`src/rtl/axi4_lite_cmd_mst_pkg.sv`:
```
`default_nettype none
// ============================================================================
//  Module      : axi4_lite_cmd_mst_pkg
//  Description : Shared types for the AXI4-Lite command master. Holds the FSM
//                state enum, the AXI response codes and width-parametrised
//                command/response struct typedef macros.
//  Ports       : none (package)
//  Revision    : 1.0 - initial release
// ============================================================================

// Struct typedef macros: packed structs whose widths follow the master's
// parameters. Usage: typedef `AXI4_LITE_CMD_MST_CMD_T(AW, DW) cmd_t;
`define AXI4_LITE_CMD_MST_CMD_T(AW, DW) \
  struct packed { \
    logic              is_wr; \
    logic [(AW)-1:0]   addr; \
    logic [2:0]        prot; \
    logic [(DW)-1:0]   wdata; \
    logic [(DW)/8-1:0] wstrb; \
  }

`define AXI4_LITE_CMD_MST_RSP_T(DW) \
  struct packed { \
    logic [(DW)-1:0] rdata; \
    logic [1:0]      resp; \
  }

package axi4_lite_cmd_mst_pkg;

  typedef enum logic [2:0] {
    IDLE    = 3'd0,
    WR_AW_W = 3'd1,
    WR_B    = 3'd2,
    RD_AR   = 3'd3,
    RD_R    = 3'd4,
    RSP     = 3'd5
  } state_e;

  localparam logic [1:0] RESP_OKAY   = 2'b00;
  localparam logic [1:0] RESP_EXOKAY = 2'b01;
  localparam logic [1:0] RESP_SLVERR = 2'b10;
  localparam logic [1:0] RESP_DECERR = 2'b11;

endpackage
`default_nettype wire

```
`src/rtl/axi4_lite_if.sv`:
```
`default_nettype none
// ============================================================================
//  Module      : axi4_lite_if
//  Description : AXI4-Lite bus bundle (AW, W, B, AR, R channels) with master
//                and slave modports.
//  Ports       : none; modports mst_port / slv_port
//  Revision    : 1.0 - initial release
// ============================================================================
interface axi4_lite_if #(
  parameter int AXI4_LITE_ADDR_BIT_WIDTH = 4,
  parameter int AXI4_LITE_DATA_BIT_WIDTH = 32
) ();

  logic [AXI4_LITE_ADDR_BIT_WIDTH-1:0]   awaddr;
  logic [2:0]                            awprot;
  logic                                  awvalid;
  logic                                  awready;
  logic [AXI4_LITE_DATA_BIT_WIDTH-1:0]   wdata;
  logic [AXI4_LITE_DATA_BIT_WIDTH/8-1:0] wstrb;
  logic                                  wvalid;
  logic                                  wready;
  logic [1:0]                            bresp;
  logic                                  bvalid;
  logic                                  bready;
  logic [AXI4_LITE_ADDR_BIT_WIDTH-1:0]   araddr;
  logic [2:0]                            arprot;
  logic                                  arvalid;
  logic                                  arready;
  logic [AXI4_LITE_DATA_BIT_WIDTH-1:0]   rdata;
  logic [1:0]                            rresp;
  logic                                  rvalid;
  logic                                  rready;

  modport mst_port (
    output awaddr, awprot, awvalid, input  awready,
    output wdata, wstrb, wvalid,    input  wready,
    input  bresp, bvalid,           output bready,
    output araddr, arprot, arvalid, input  arready,
    input  rdata, rresp, rvalid,    output rready
  );

  modport slv_port (
    input  awaddr, awprot, awvalid, output awready,
    input  wdata, wstrb, wvalid,    output wready,
    output bresp, bvalid,           input  bready,
    input  araddr, arprot, arvalid, output arready,
    output rdata, rresp, rvalid,    input  rready
  );

endinterface
`default_nettype wire

```
`src/rtl/axi4_lite_cmd_mst_wdog.sv`:
```
`default_nettype none
// ============================================================================
//  Module      : axi4_lite_cmd_mst_wdog
//  Description : Transaction watchdog. Counts enabled cycles since the last
//                clear and flags expiry on the cycle the count reaches
//                TIMEOUT_CYCLES-1 while still enabled.
//  Ports       : i_clk, i_async_rst_n - clock, async active-low reset
//                i_clr   - restart the count at zero
//                i_en    - count this cycle (transaction outstanding)
//                o_expire- limit reached, abandon on the next edge
//  Revision    : 1.0 - initial release
// ============================================================================
module axi4_lite_cmd_mst_wdog #(
  parameter int TIMEOUT_CYCLES = 256
) (
  input  logic i_clk,
  input  logic i_async_rst_n,
  input  logic i_clr,
  input  logic i_en,
  output logic o_expire
);

  localparam int              C_CNT_W = $clog2(TIMEOUT_CYCLES);
  localparam logic [C_CNT_W-1:0] C_LAST = C_CNT_W'(TIMEOUT_CYCLES - 1);

  logic [C_CNT_W-1:0] r_cnt;

  always_ff @(posedge i_clk or negedge i_async_rst_n) begin
    if (!i_async_rst_n) begin
      r_cnt <= '0;
    end else if (i_clr) begin
      r_cnt <= '0;
    end else if (i_en && (r_cnt != C_LAST)) begin
      r_cnt <= r_cnt + 1'b1;
    end
  end

  assign o_expire = i_en && (r_cnt == C_LAST);

endmodule
`default_nettype wire

```
`src/rtl/axi4_lite_cmd_mst.sv`:
```
`default_nettype none
// ============================================================================
//  Module      : axi4_lite_cmd_mst
//  Description : AXI4-Lite master converting a command/response stream into
//                single read or write transactions, one outstanding at a
//                time. AW and W complete independently. All outputs are
//                registered. Define AXI4_LITE_CMD_MST_TIMEOUT_EN to enable a
//                watchdog that abandons a transaction after TIMEOUT_CYCLES.
//  Ports       : i_clk, i_async_rst_n         - clock, async active-low reset
//                i_cmd_* / o_cmd_ready        - command stream (valid/ready)
//                o_rsp_* / i_rsp_ready        - response stream (valid/ready)
//                if_m_axi4_lite               - AXI4-Lite master port
//  Revision    : 1.0 - initial release
// ============================================================================
module axi4_lite_cmd_mst
  import axi4_lite_cmd_mst_pkg::*;
#(
  parameter int AXI4_LITE_ADDR_BIT_WIDTH = 4,
  parameter int AXI4_LITE_DATA_BIT_WIDTH = 32,
  parameter int TIMEOUT_CYCLES           = 256
) (
  input  logic                                  i_clk,
  input  logic                                  i_async_rst_n,
  input  logic                                  i_cmd_valid,
  output logic                                  o_cmd_ready,
  input  logic                                  i_cmd_is_wr,
  input  logic [AXI4_LITE_ADDR_BIT_WIDTH-1:0]   i_cmd_addr,
  input  logic [2:0]                            i_cmd_prot,
  input  logic [AXI4_LITE_DATA_BIT_WIDTH-1:0]   i_cmd_wdata,
  input  logic [AXI4_LITE_DATA_BIT_WIDTH/8-1:0] i_cmd_wstrb,
  output logic                                  o_rsp_valid,
  input  logic                                  i_rsp_ready,
  output logic                                  o_rsp_is_wr,
  output logic [AXI4_LITE_DATA_BIT_WIDTH-1:0]   o_rsp_rdata,
  output logic [1:0]                            o_rsp_resp,
  output logic                                  o_rsp_timeout,
  axi4_lite_if.mst_port                         if_m_axi4_lite
);

  typedef `AXI4_LITE_CMD_MST_CMD_T(AXI4_LITE_ADDR_BIT_WIDTH, AXI4_LITE_DATA_BIT_WIDTH) cmd_t;
  typedef `AXI4_LITE_CMD_MST_RSP_T(AXI4_LITE_DATA_BIT_WIDTH) rsp_t;

  state_e r_state;
  cmd_t   r_cmd;
  rsp_t   r_rsp;
  logic   r_cmd_ready;
  logic   r_rsp_valid;
  logic   r_aw_done;
  logic   r_w_done;
  logic   r_awvalid;
  logic   r_wvalid;
  logic   r_bready;
  logic   r_arvalid;
  logic   r_rready;

  logic   w_accept;
  logic   w_aw_hs;
  logic   w_w_hs;

  assign w_accept = (r_state == IDLE) && i_cmd_valid && r_cmd_ready;
  assign w_aw_hs  = r_awvalid && if_m_axi4_lite.awready;
  assign w_w_hs   = r_wvalid && if_m_axi4_lite.wready;

`ifdef AXI4_LITE_CMD_MST_TIMEOUT_EN
  logic r_rsp_timeout;
  logic w_wdog_en;
  logic w_expire;

  assign w_wdog_en = (r_state == WR_AW_W) || (r_state == WR_B) ||
                     (r_state == RD_AR)   || (r_state == RD_R);

  axi4_lite_cmd_mst_wdog #(
    .TIMEOUT_CYCLES (TIMEOUT_CYCLES)
  ) u_wdog (
    .i_clk         (i_clk),
    .i_async_rst_n (i_async_rst_n),
    .i_clr         (w_accept),
    .i_en          (w_wdog_en),
    .o_expire      (w_expire)
  );

  assign o_rsp_timeout = r_rsp_timeout;
`else
  assign o_rsp_timeout = 1'b0;
`endif

  always_ff @(posedge i_clk or negedge i_async_rst_n) begin
    if (!i_async_rst_n) begin
      r_state     <= IDLE;
      r_cmd       <= '0;
      r_rsp       <= '0;
      r_cmd_ready <= 1'b0;
      r_rsp_valid <= 1'b0;
      r_aw_done   <= 1'b0;
      r_w_done    <= 1'b0;
      r_awvalid   <= 1'b0;
      r_wvalid    <= 1'b0;
      r_bready    <= 1'b0;
      r_arvalid   <= 1'b0;
      r_rready    <= 1'b0;
`ifdef AXI4_LITE_CMD_MST_TIMEOUT_EN
      r_rsp_timeout <= 1'b0;
`endif
    end else begin
`ifdef AXI4_LITE_CMD_MST_TIMEOUT_EN
      // Watchdog wins over any handshake in the same cycle: the bus
      // transaction is abandoned and a SLVERR response is reported.
      if (w_expire) begin
        r_awvalid     <= 1'b0;
        r_wvalid      <= 1'b0;
        r_bready      <= 1'b0;
        r_arvalid     <= 1'b0;
        r_rready      <= 1'b0;
        r_rsp.rdata   <= '0;
        r_rsp.resp    <= RESP_SLVERR;
        r_rsp_timeout <= 1'b1;
        r_rsp_valid   <= 1'b1;
        r_state       <= RSP;
      end else begin
`endif
      case (r_state)
        IDLE: begin
          if (w_accept) begin
            r_cmd_ready <= 1'b0;
            r_cmd.is_wr <= i_cmd_is_wr;
            r_cmd.addr  <= i_cmd_addr;
            r_cmd.prot  <= i_cmd_prot;
            r_cmd.wdata <= i_cmd_wdata;
            r_cmd.wstrb <= i_cmd_wstrb;
            r_aw_done   <= 1'b0;
            r_w_done    <= 1'b0;
`ifdef AXI4_LITE_CMD_MST_TIMEOUT_EN
            r_rsp_timeout <= 1'b0;
`endif
            if (i_cmd_is_wr) begin
              r_awvalid <= 1'b1;
              r_wvalid  <= 1'b1;
              r_state   <= WR_AW_W;
            end else begin
              r_arvalid <= 1'b1;
              r_state   <= RD_AR;
            end
          end else begin
            // Also covers the first edge after reset release.
            r_cmd_ready <= 1'b1;
          end
        end

        WR_AW_W: begin
          if (w_aw_hs) begin
            r_awvalid <= 1'b0;
            r_aw_done <= 1'b1;
          end
          if (w_w_hs) begin
            r_wvalid <= 1'b0;
            r_w_done <= 1'b1;
          end
          // Look ahead at this cycle's handshakes so B readiness is not
          // delayed a cycle when the last of AW/W completes.
          if ((r_aw_done || w_aw_hs) && (r_w_done || w_w_hs)) begin
            r_bready <= 1'b1;
            r_state  <= WR_B;
          end
        end

        WR_B: begin
          if (if_m_axi4_lite.bvalid) begin
            r_bready    <= 1'b0;
            r_rsp.rdata <= '0;
            r_rsp.resp  <= if_m_axi4_lite.bresp;
            r_rsp_valid <= 1'b1;
            r_state     <= RSP;
          end
        end

        RD_AR: begin
          if (if_m_axi4_lite.arready) begin
            r_arvalid <= 1'b0;
            r_rready  <= 1'b1;
            r_state   <= RD_R;
          end
        end

        RD_R: begin
          if (if_m_axi4_lite.rvalid) begin
            r_rready    <= 1'b0;
            r_rsp.rdata <= if_m_axi4_lite.rdata;
            r_rsp.resp  <= if_m_axi4_lite.rresp;
            r_rsp_valid <= 1'b1;
            r_state     <= RSP;
          end
        end

        RSP: begin
          if (i_rsp_ready) begin
            r_rsp_valid <= 1'b0;
            r_cmd_ready <= 1'b1;
            r_state     <= IDLE;
          end
        end

        default: r_state <= IDLE;
      endcase
`ifdef AXI4_LITE_CMD_MST_TIMEOUT_EN
      end
`endif
    end
  end

  assign o_cmd_ready = r_cmd_ready;
  assign o_rsp_valid = r_rsp_valid;
  assign o_rsp_is_wr = r_cmd.is_wr;
  assign o_rsp_rdata = r_rsp.rdata;
  assign o_rsp_resp  = r_rsp.resp;

  assign if_m_axi4_lite.awaddr  = r_cmd.addr;
  assign if_m_axi4_lite.awprot  = r_cmd.prot;
  assign if_m_axi4_lite.awvalid = r_awvalid;
  assign if_m_axi4_lite.wdata   = r_cmd.wdata;
  assign if_m_axi4_lite.wstrb   = r_cmd.wstrb;
  assign if_m_axi4_lite.wvalid  = r_wvalid;
  assign if_m_axi4_lite.bready  = r_bready;
  assign if_m_axi4_lite.araddr  = r_cmd.addr;
  assign if_m_axi4_lite.arprot  = r_cmd.prot;
  assign if_m_axi4_lite.arvalid = r_arvalid;
  assign if_m_axi4_lite.rready  = r_rready;

endmodule
`default_nettype wire

```
`src/flat_wrapper.sv`:
```
// flat-port wrapper written by rule: the top's interface ports become plain ports
module axi4_lite_cmd_mst_flat import axi4_lite_cmd_mst_pkg::*;
#(
  parameter int AXI4_LITE_ADDR_BIT_WIDTH = 4,
  parameter int AXI4_LITE_DATA_BIT_WIDTH = 32,
  parameter int TIMEOUT_CYCLES           = 256
)
  (i_clk, i_async_rst_n, i_cmd_valid, o_cmd_ready, i_cmd_is_wr, i_cmd_addr, i_cmd_prot, i_cmd_wdata, i_cmd_wstrb, o_rsp_valid, i_rsp_ready, o_rsp_is_wr, o_rsp_rdata, o_rsp_resp, o_rsp_timeout, if_m_axi4_lite_awaddr, if_m_axi4_lite_awprot, if_m_axi4_lite_awvalid, if_m_axi4_lite_awready, if_m_axi4_lite_wdata, if_m_axi4_lite_wstrb, if_m_axi4_lite_wvalid, if_m_axi4_lite_wready, if_m_axi4_lite_bresp, if_m_axi4_lite_bvalid, if_m_axi4_lite_bready, if_m_axi4_lite_araddr, if_m_axi4_lite_arprot, if_m_axi4_lite_arvalid, if_m_axi4_lite_arready, if_m_axi4_lite_rdata, if_m_axi4_lite_rresp, if_m_axi4_lite_rvalid, if_m_axi4_lite_rready);
  axi4_lite_if #(.AXI4_LITE_ADDR_BIT_WIDTH(AXI4_LITE_ADDR_BIT_WIDTH), .AXI4_LITE_DATA_BIT_WIDTH(AXI4_LITE_DATA_BIT_WIDTH)) if_m_axi4_lite_i ();
  input  logic i_clk;
  input  logic i_async_rst_n;
  input  logic i_cmd_valid;
  output logic o_cmd_ready;
  input  logic i_cmd_is_wr;
  input  logic [AXI4_LITE_ADDR_BIT_WIDTH-1:0] i_cmd_addr;
  input  logic [2:0] i_cmd_prot;
  input  logic [AXI4_LITE_DATA_BIT_WIDTH-1:0] i_cmd_wdata;
  input  logic [AXI4_LITE_DATA_BIT_WIDTH/8-1:0] i_cmd_wstrb;
  output logic o_rsp_valid;
  input  logic i_rsp_ready;
  output logic o_rsp_is_wr;
  output logic [AXI4_LITE_DATA_BIT_WIDTH-1:0] o_rsp_rdata;
  output logic [1:0] o_rsp_resp;
  output logic o_rsp_timeout;
  output wire logic [$bits(if_m_axi4_lite_i.awaddr)-1:0] if_m_axi4_lite_awaddr;
  output wire logic [$bits(if_m_axi4_lite_i.awprot)-1:0] if_m_axi4_lite_awprot;
  output wire logic [$bits(if_m_axi4_lite_i.awvalid)-1:0] if_m_axi4_lite_awvalid;
  input wire logic [$bits(if_m_axi4_lite_i.awready)-1:0] if_m_axi4_lite_awready;
  output wire logic [$bits(if_m_axi4_lite_i.wdata)-1:0] if_m_axi4_lite_wdata;
  output wire logic [$bits(if_m_axi4_lite_i.wstrb)-1:0] if_m_axi4_lite_wstrb;
  output wire logic [$bits(if_m_axi4_lite_i.wvalid)-1:0] if_m_axi4_lite_wvalid;
  input wire logic [$bits(if_m_axi4_lite_i.wready)-1:0] if_m_axi4_lite_wready;
  input wire logic [$bits(if_m_axi4_lite_i.bresp)-1:0] if_m_axi4_lite_bresp;
  input wire logic [$bits(if_m_axi4_lite_i.bvalid)-1:0] if_m_axi4_lite_bvalid;
  output wire logic [$bits(if_m_axi4_lite_i.bready)-1:0] if_m_axi4_lite_bready;
  output wire logic [$bits(if_m_axi4_lite_i.araddr)-1:0] if_m_axi4_lite_araddr;
  output wire logic [$bits(if_m_axi4_lite_i.arprot)-1:0] if_m_axi4_lite_arprot;
  output wire logic [$bits(if_m_axi4_lite_i.arvalid)-1:0] if_m_axi4_lite_arvalid;
  input wire logic [$bits(if_m_axi4_lite_i.arready)-1:0] if_m_axi4_lite_arready;
  input wire logic [$bits(if_m_axi4_lite_i.rdata)-1:0] if_m_axi4_lite_rdata;
  input wire logic [$bits(if_m_axi4_lite_i.rresp)-1:0] if_m_axi4_lite_rresp;
  input wire logic [$bits(if_m_axi4_lite_i.rvalid)-1:0] if_m_axi4_lite_rvalid;
  output wire logic [$bits(if_m_axi4_lite_i.rready)-1:0] if_m_axi4_lite_rready;
  assign if_m_axi4_lite_awaddr = if_m_axi4_lite_i.awaddr;
  assign if_m_axi4_lite_awprot = if_m_axi4_lite_i.awprot;
  assign if_m_axi4_lite_awvalid = if_m_axi4_lite_i.awvalid;
  assign if_m_axi4_lite_i.awready = if_m_axi4_lite_awready;
  assign if_m_axi4_lite_wdata = if_m_axi4_lite_i.wdata;
  assign if_m_axi4_lite_wstrb = if_m_axi4_lite_i.wstrb;
  assign if_m_axi4_lite_wvalid = if_m_axi4_lite_i.wvalid;
  assign if_m_axi4_lite_i.wready = if_m_axi4_lite_wready;
  assign if_m_axi4_lite_i.bresp = if_m_axi4_lite_bresp;
  assign if_m_axi4_lite_i.bvalid = if_m_axi4_lite_bvalid;
  assign if_m_axi4_lite_bready = if_m_axi4_lite_i.bready;
  assign if_m_axi4_lite_araddr = if_m_axi4_lite_i.araddr;
  assign if_m_axi4_lite_arprot = if_m_axi4_lite_i.arprot;
  assign if_m_axi4_lite_arvalid = if_m_axi4_lite_i.arvalid;
  assign if_m_axi4_lite_i.arready = if_m_axi4_lite_arready;
  assign if_m_axi4_lite_i.rdata = if_m_axi4_lite_rdata;
  assign if_m_axi4_lite_i.rresp = if_m_axi4_lite_rresp;
  assign if_m_axi4_lite_i.rvalid = if_m_axi4_lite_rvalid;
  assign if_m_axi4_lite_rready = if_m_axi4_lite_i.rready;
  axi4_lite_cmd_mst #(.AXI4_LITE_ADDR_BIT_WIDTH(AXI4_LITE_ADDR_BIT_WIDTH), .AXI4_LITE_DATA_BIT_WIDTH(AXI4_LITE_DATA_BIT_WIDTH), .TIMEOUT_CYCLES(TIMEOUT_CYCLES)) u_core (.i_clk(i_clk), .i_async_rst_n(i_async_rst_n), .i_cmd_valid(i_cmd_valid), .o_cmd_ready(o_cmd_ready), .i_cmd_is_wr(i_cmd_is_wr), .i_cmd_addr(i_cmd_addr), .i_cmd_prot(i_cmd_prot), .i_cmd_wdata(i_cmd_wdata), .i_cmd_wstrb(i_cmd_wstrb), .o_rsp_valid(o_rsp_valid), .i_rsp_ready(i_rsp_ready), .o_rsp_is_wr(o_rsp_is_wr), .o_rsp_rdata(o_rsp_rdata), .o_rsp_resp(o_rsp_resp), .o_rsp_timeout(o_rsp_timeout), .if_m_axi4_lite(if_m_axi4_lite_i));
endmodule
```
`config.mk`:
```
export PLATFORM = sky130hd
export DESIGN_NAME = axi4_lite_cmd_mst_flat
export DESIGN_NICKNAME = d
export VERILOG_FILES = /design/src/rtl/axi4_lite_cmd_mst_pkg.sv /design/src/rtl/axi4_lite_if.sv /design/src/rtl/axi4_lite_cmd_mst_wdog.sv /design/src/rtl/axi4_lite_cmd_mst.sv /design/src/flat_wrapper.sv
export SDC_FILE = /design/constraint.sdc
export NUM_CORES = 1
export LEC_CHECK = 0
export ABC_AREA = 1
export CAP_MARGIN = 0
export CORE_ASPECT_RATIO = 0.8
export CORE_UTILIZATION = 41
export CTS_BUF_LIST = sky130_fd_sc_hd__clkbuf_16
export DETAILED_ROUTE_END_ITERATION = 8
export PLACE_DENSITY = 0.82
export SETUP_SLACK_MARGIN = 0.5
export SLEW_MARGIN = 20
export SYNTH_ARGS = -nofsm -noshare
export SYNTH_HDL_FRONTEND = slang
export SYNTH_SLANG_ARGS = --single-unit
```
`constraint.sdc`:
```
create_clock -name i_clk -period 1.9 [get_ports i_clk]
set_input_delay 0.38 -clock i_clk [delete_from_list [all_inputs] [get_ports i_clk]]
set_output_delay 0.38 -clock i_clk [all_outputs]
set_load 0.01 [all_outputs]
```
==> results.cfg <==
[run_status]
status = complete, no violations

[hold_path]
hp-class = primary input to asynchronous set/reset pin

[logic_synthesis]
synthXorXnorAreaFrac_pct = 0
synth_warnings = 0
synth_flop_cell = dfrtp_1
synth.area.mux_share_pct = 0
synthAdderAreaFrac_pct = 0
synth_nets = 531
synth_seq_cells = 90
yosysTopAreaCellShare_pct = 58.8
synth_area_per_cell_um2 = 8.66
synth-compound-area-share_pct = 6.21
synth-seq-area-share_pct = 58.8
synth_edf_count = 0
yosysUniqueCellTypes = 24
synth_top_family_by_area = simple AND/OR/NAND/NOR gates
synthTopCellsByCount = nand2_1 (201), dfrtp_1 (90), inv_1 (41)
ys_async_sr_fraction_pct = 100
synth_area_leaders = dfrtp_1 (59%), nand2_1 (20%), inv_1 (4.0%)
yosys.area_share.simple_pct = 24.9
syn_area_um2 = 3830
yosysTopAreaCell = dfrtp_1
synth.most_common_cell = nand2_1
synthCells = 442

[clock_tree]
htreeDepth = 3
clk_path_buf_depth = 2
root_buffer = clkbuf_16
cts.sinks = 90
clock_latency_ns = 0.32
cts_tree = built
ctsHoldBuffers = 0
cts_made_buffers = 9
path_clk_slew_ns = 0.07

[floorplan]
die_h_um = 88.4
coreArea_um2 = 9080
pin_count = 182
num_rows = 31
die_w_um = 110
start_util_pct = 42.2
dieArea_um2 = 9730

[cells_and_area]
final_nets = 773
layout-drive-gt1-share_pct = 28.7
area_growth_pct = 86.5
final_cells = 804
antenna_cells = 0
post-route-util_pct = 78.7
design_area_um2 = 7140

[placed_design]
place_ws_ns = -0.000618
portBuffers = 180
dpl.cell_count = 718
place_congestion = 0.857
hpwl_um = 7480
placed_cell_area_um2 = 5630

[route]
first_iter_violations = 188
wl_um = 13600
drc = 0
dr_total_vias = 3946
first_pass_iters = 4
vias_per_cell = 4.91
ant_nets = 0
wire_per_inst_um = 16.9

[global_routing]
grt_max_degree = 40
grt_pass1_vias = 3793
grt_overflow = 0
grt_pass1_wl_um = 18300
gr-usage-all-layers_pct = 25.0
grt_antenna_before_repair = 0

[setup_path]
cp-start-kind = register
critPathSlowestCell = dfrtp_2
crit_chain = nor2_8, buf_4, buf_4, nand4_1, buf_4, clkbuf_16, o21ai_1
cp_max_fo = 8
cp_data_arrival_time_ns = 1.82
crit_path_frequent_cell = buf_4
end_kind = register
path_class = register to register
critPathTopFamily = buffers and inverters
cp.required_ns = 2.14
cp_slowest_stage_delay_ns = 0.49
path_buf_inv = 4

[power]
power_leakage_nw = 3.61
vdd_drop_max_mv = 0.800
power-per-cell-area_nw_per_um2 = 1560

[sta]
max-slew-margin-rel_pct = 65.3
holdWs_ns = 0.0223
rsz0062_at_grt = yes
drv_slew = 0
clock_skew_ns = 0.00711
min_period_ns = 1.57
fin_crit_sh_pct = 82.9
final.setup.worst_slack_ns = 0.326
finalSetupViolCount = 0
hold_violations = 0
tightestPinTransition_ns = 0.520
fmax_mhz = 635

[run]
cap_violations = 0
cells by family (layout without fill, tap and decap cells):
kind of cell | after synthesis | after routing
buffers and inverters | 71 | 318
other | 1 | 1
AO/OA/AOI/OAI | 46 | 46
AND/OR/NAND/NOR | 234 | 234
flip-flops | 90 | 90
sequential cells by signal, indices dropped and copies added (netlist names), 2 cells and up:
name                          count
u_core.if_m_axi4_lite.araddr      4
u_core.if_m_axi4_lite.arprot      3
u_core.if_m_axi4_lite.wdata      32
u_core.if_m_axi4_lite.wstrb       4
u_core.o_rsp_rdata               32
u_core.o_rsp_resp                 2
u_core.r_state                    3
timing repair:
| action | in CTS | in global routing |
|---|---|---|
| pin swaps | 9 | 16 |
| setup buffers | 28 | 28 |
| resized for setup | 165 | 168 |
| endpoints found under the setup margin | 178 | 155 |
| cloned | 10 | 4 |
cell type report:
type	instances	area, um2
clock inverter	7	83.8
fill	568	1930
multi-input combinational	281	1580
clock buffer	9	225
inverter	45	198
sequential	90	2260
timing repair inverter	9	130
timing repair buffer	248	2530
tap	115	144
report_power, final:
| part | internal [mW] | total, mW | leakage, nW | switching [mW] |
|---|---|---|---|---|
| Sequential | 2.70 | 3.27 | 1.15 | 0.563 |
| Clock | 1.14 | 1.85 | 0.148 | 0.715 |
| Combinational | 2.96 | 6.03 | 2.31 | 3.07 |
through the flow:
stage	total power, mW	setup TNS (ns)
2_1_floorplan	5.32	0
6_report	11.1	0
3_3_place_gp	7.16	0
5_1_grt	11.8	0
4_1_cts	9.78	0
3_5_place_dp	7.34	-0.000618
worst reg2reg max path: cells and delay by family, from the launching register on:
family / cells / cell delay (ns)
AO/OA/AOI/OAI: 1 / 0.12
buffers and inverters: 4 / 0.59
flip-flops: 1 / 0.49
AND/OR/NAND/NOR: 2 / 0.30
worst paths after layout:
| check | end | cells after the start | slack, ns | startpoint |
|---|---|---|---|---|
| worst min register to register | u_core.if_m_axi4_lite.wdata[23] | 2 | 0.48 | u_core.if_m_axi4_lite.wdata[23] |
| worst max-delay path | u_core.o_rsp_rdata[24] | 7 | 0.33 | u_core.r_state[1] |
| max in group asynchronous | u_core.if_m_axi4_lite.wdata[11] | 2 | 1.28 | i_async_rst_n |
| min in group i_clk | u_core.if_m_axi4_lite.wdata[23] | 2 | 0.48 | u_core.if_m_axi4_lite.wdata[23] |
| worst min-delay path | u_core.o_rsp_rdata[11] | 1 | 0.02 | i_async_rst_n |
| worst max register to register | u_core.o_rsp_rdata[24] | 7 | 0.33 | u_core.r_state[1] |
layer usage:
metal / wire length [um] / GRT usage, % / vias up
met5: 0 / 0 / -
met4: 280 / 8.24 / 0
met3: 1200 / 8.25 / 26
met2: 7090 / 45.7 / 204
met1: 5000 / 27.5 / 1880
li1: - / - / 1836
placed cells by master, fill, tap and decap left out, types with 9 or more instances in the layout:
cell type	n
buf_12	11
buf_4	45
clkbuf_16	12
clkdlybuf4s15_1	61
clkdlybuf4s50_1	87
dfrtp_1	87
dlygate4sd2_1	24
inv_1	39
nand2_1	147
nand2_2	35
nand2_4	22
nand3_1	9
o21ai_1	13
o21ai_2	20
Power figures use the tool's default switching activity.
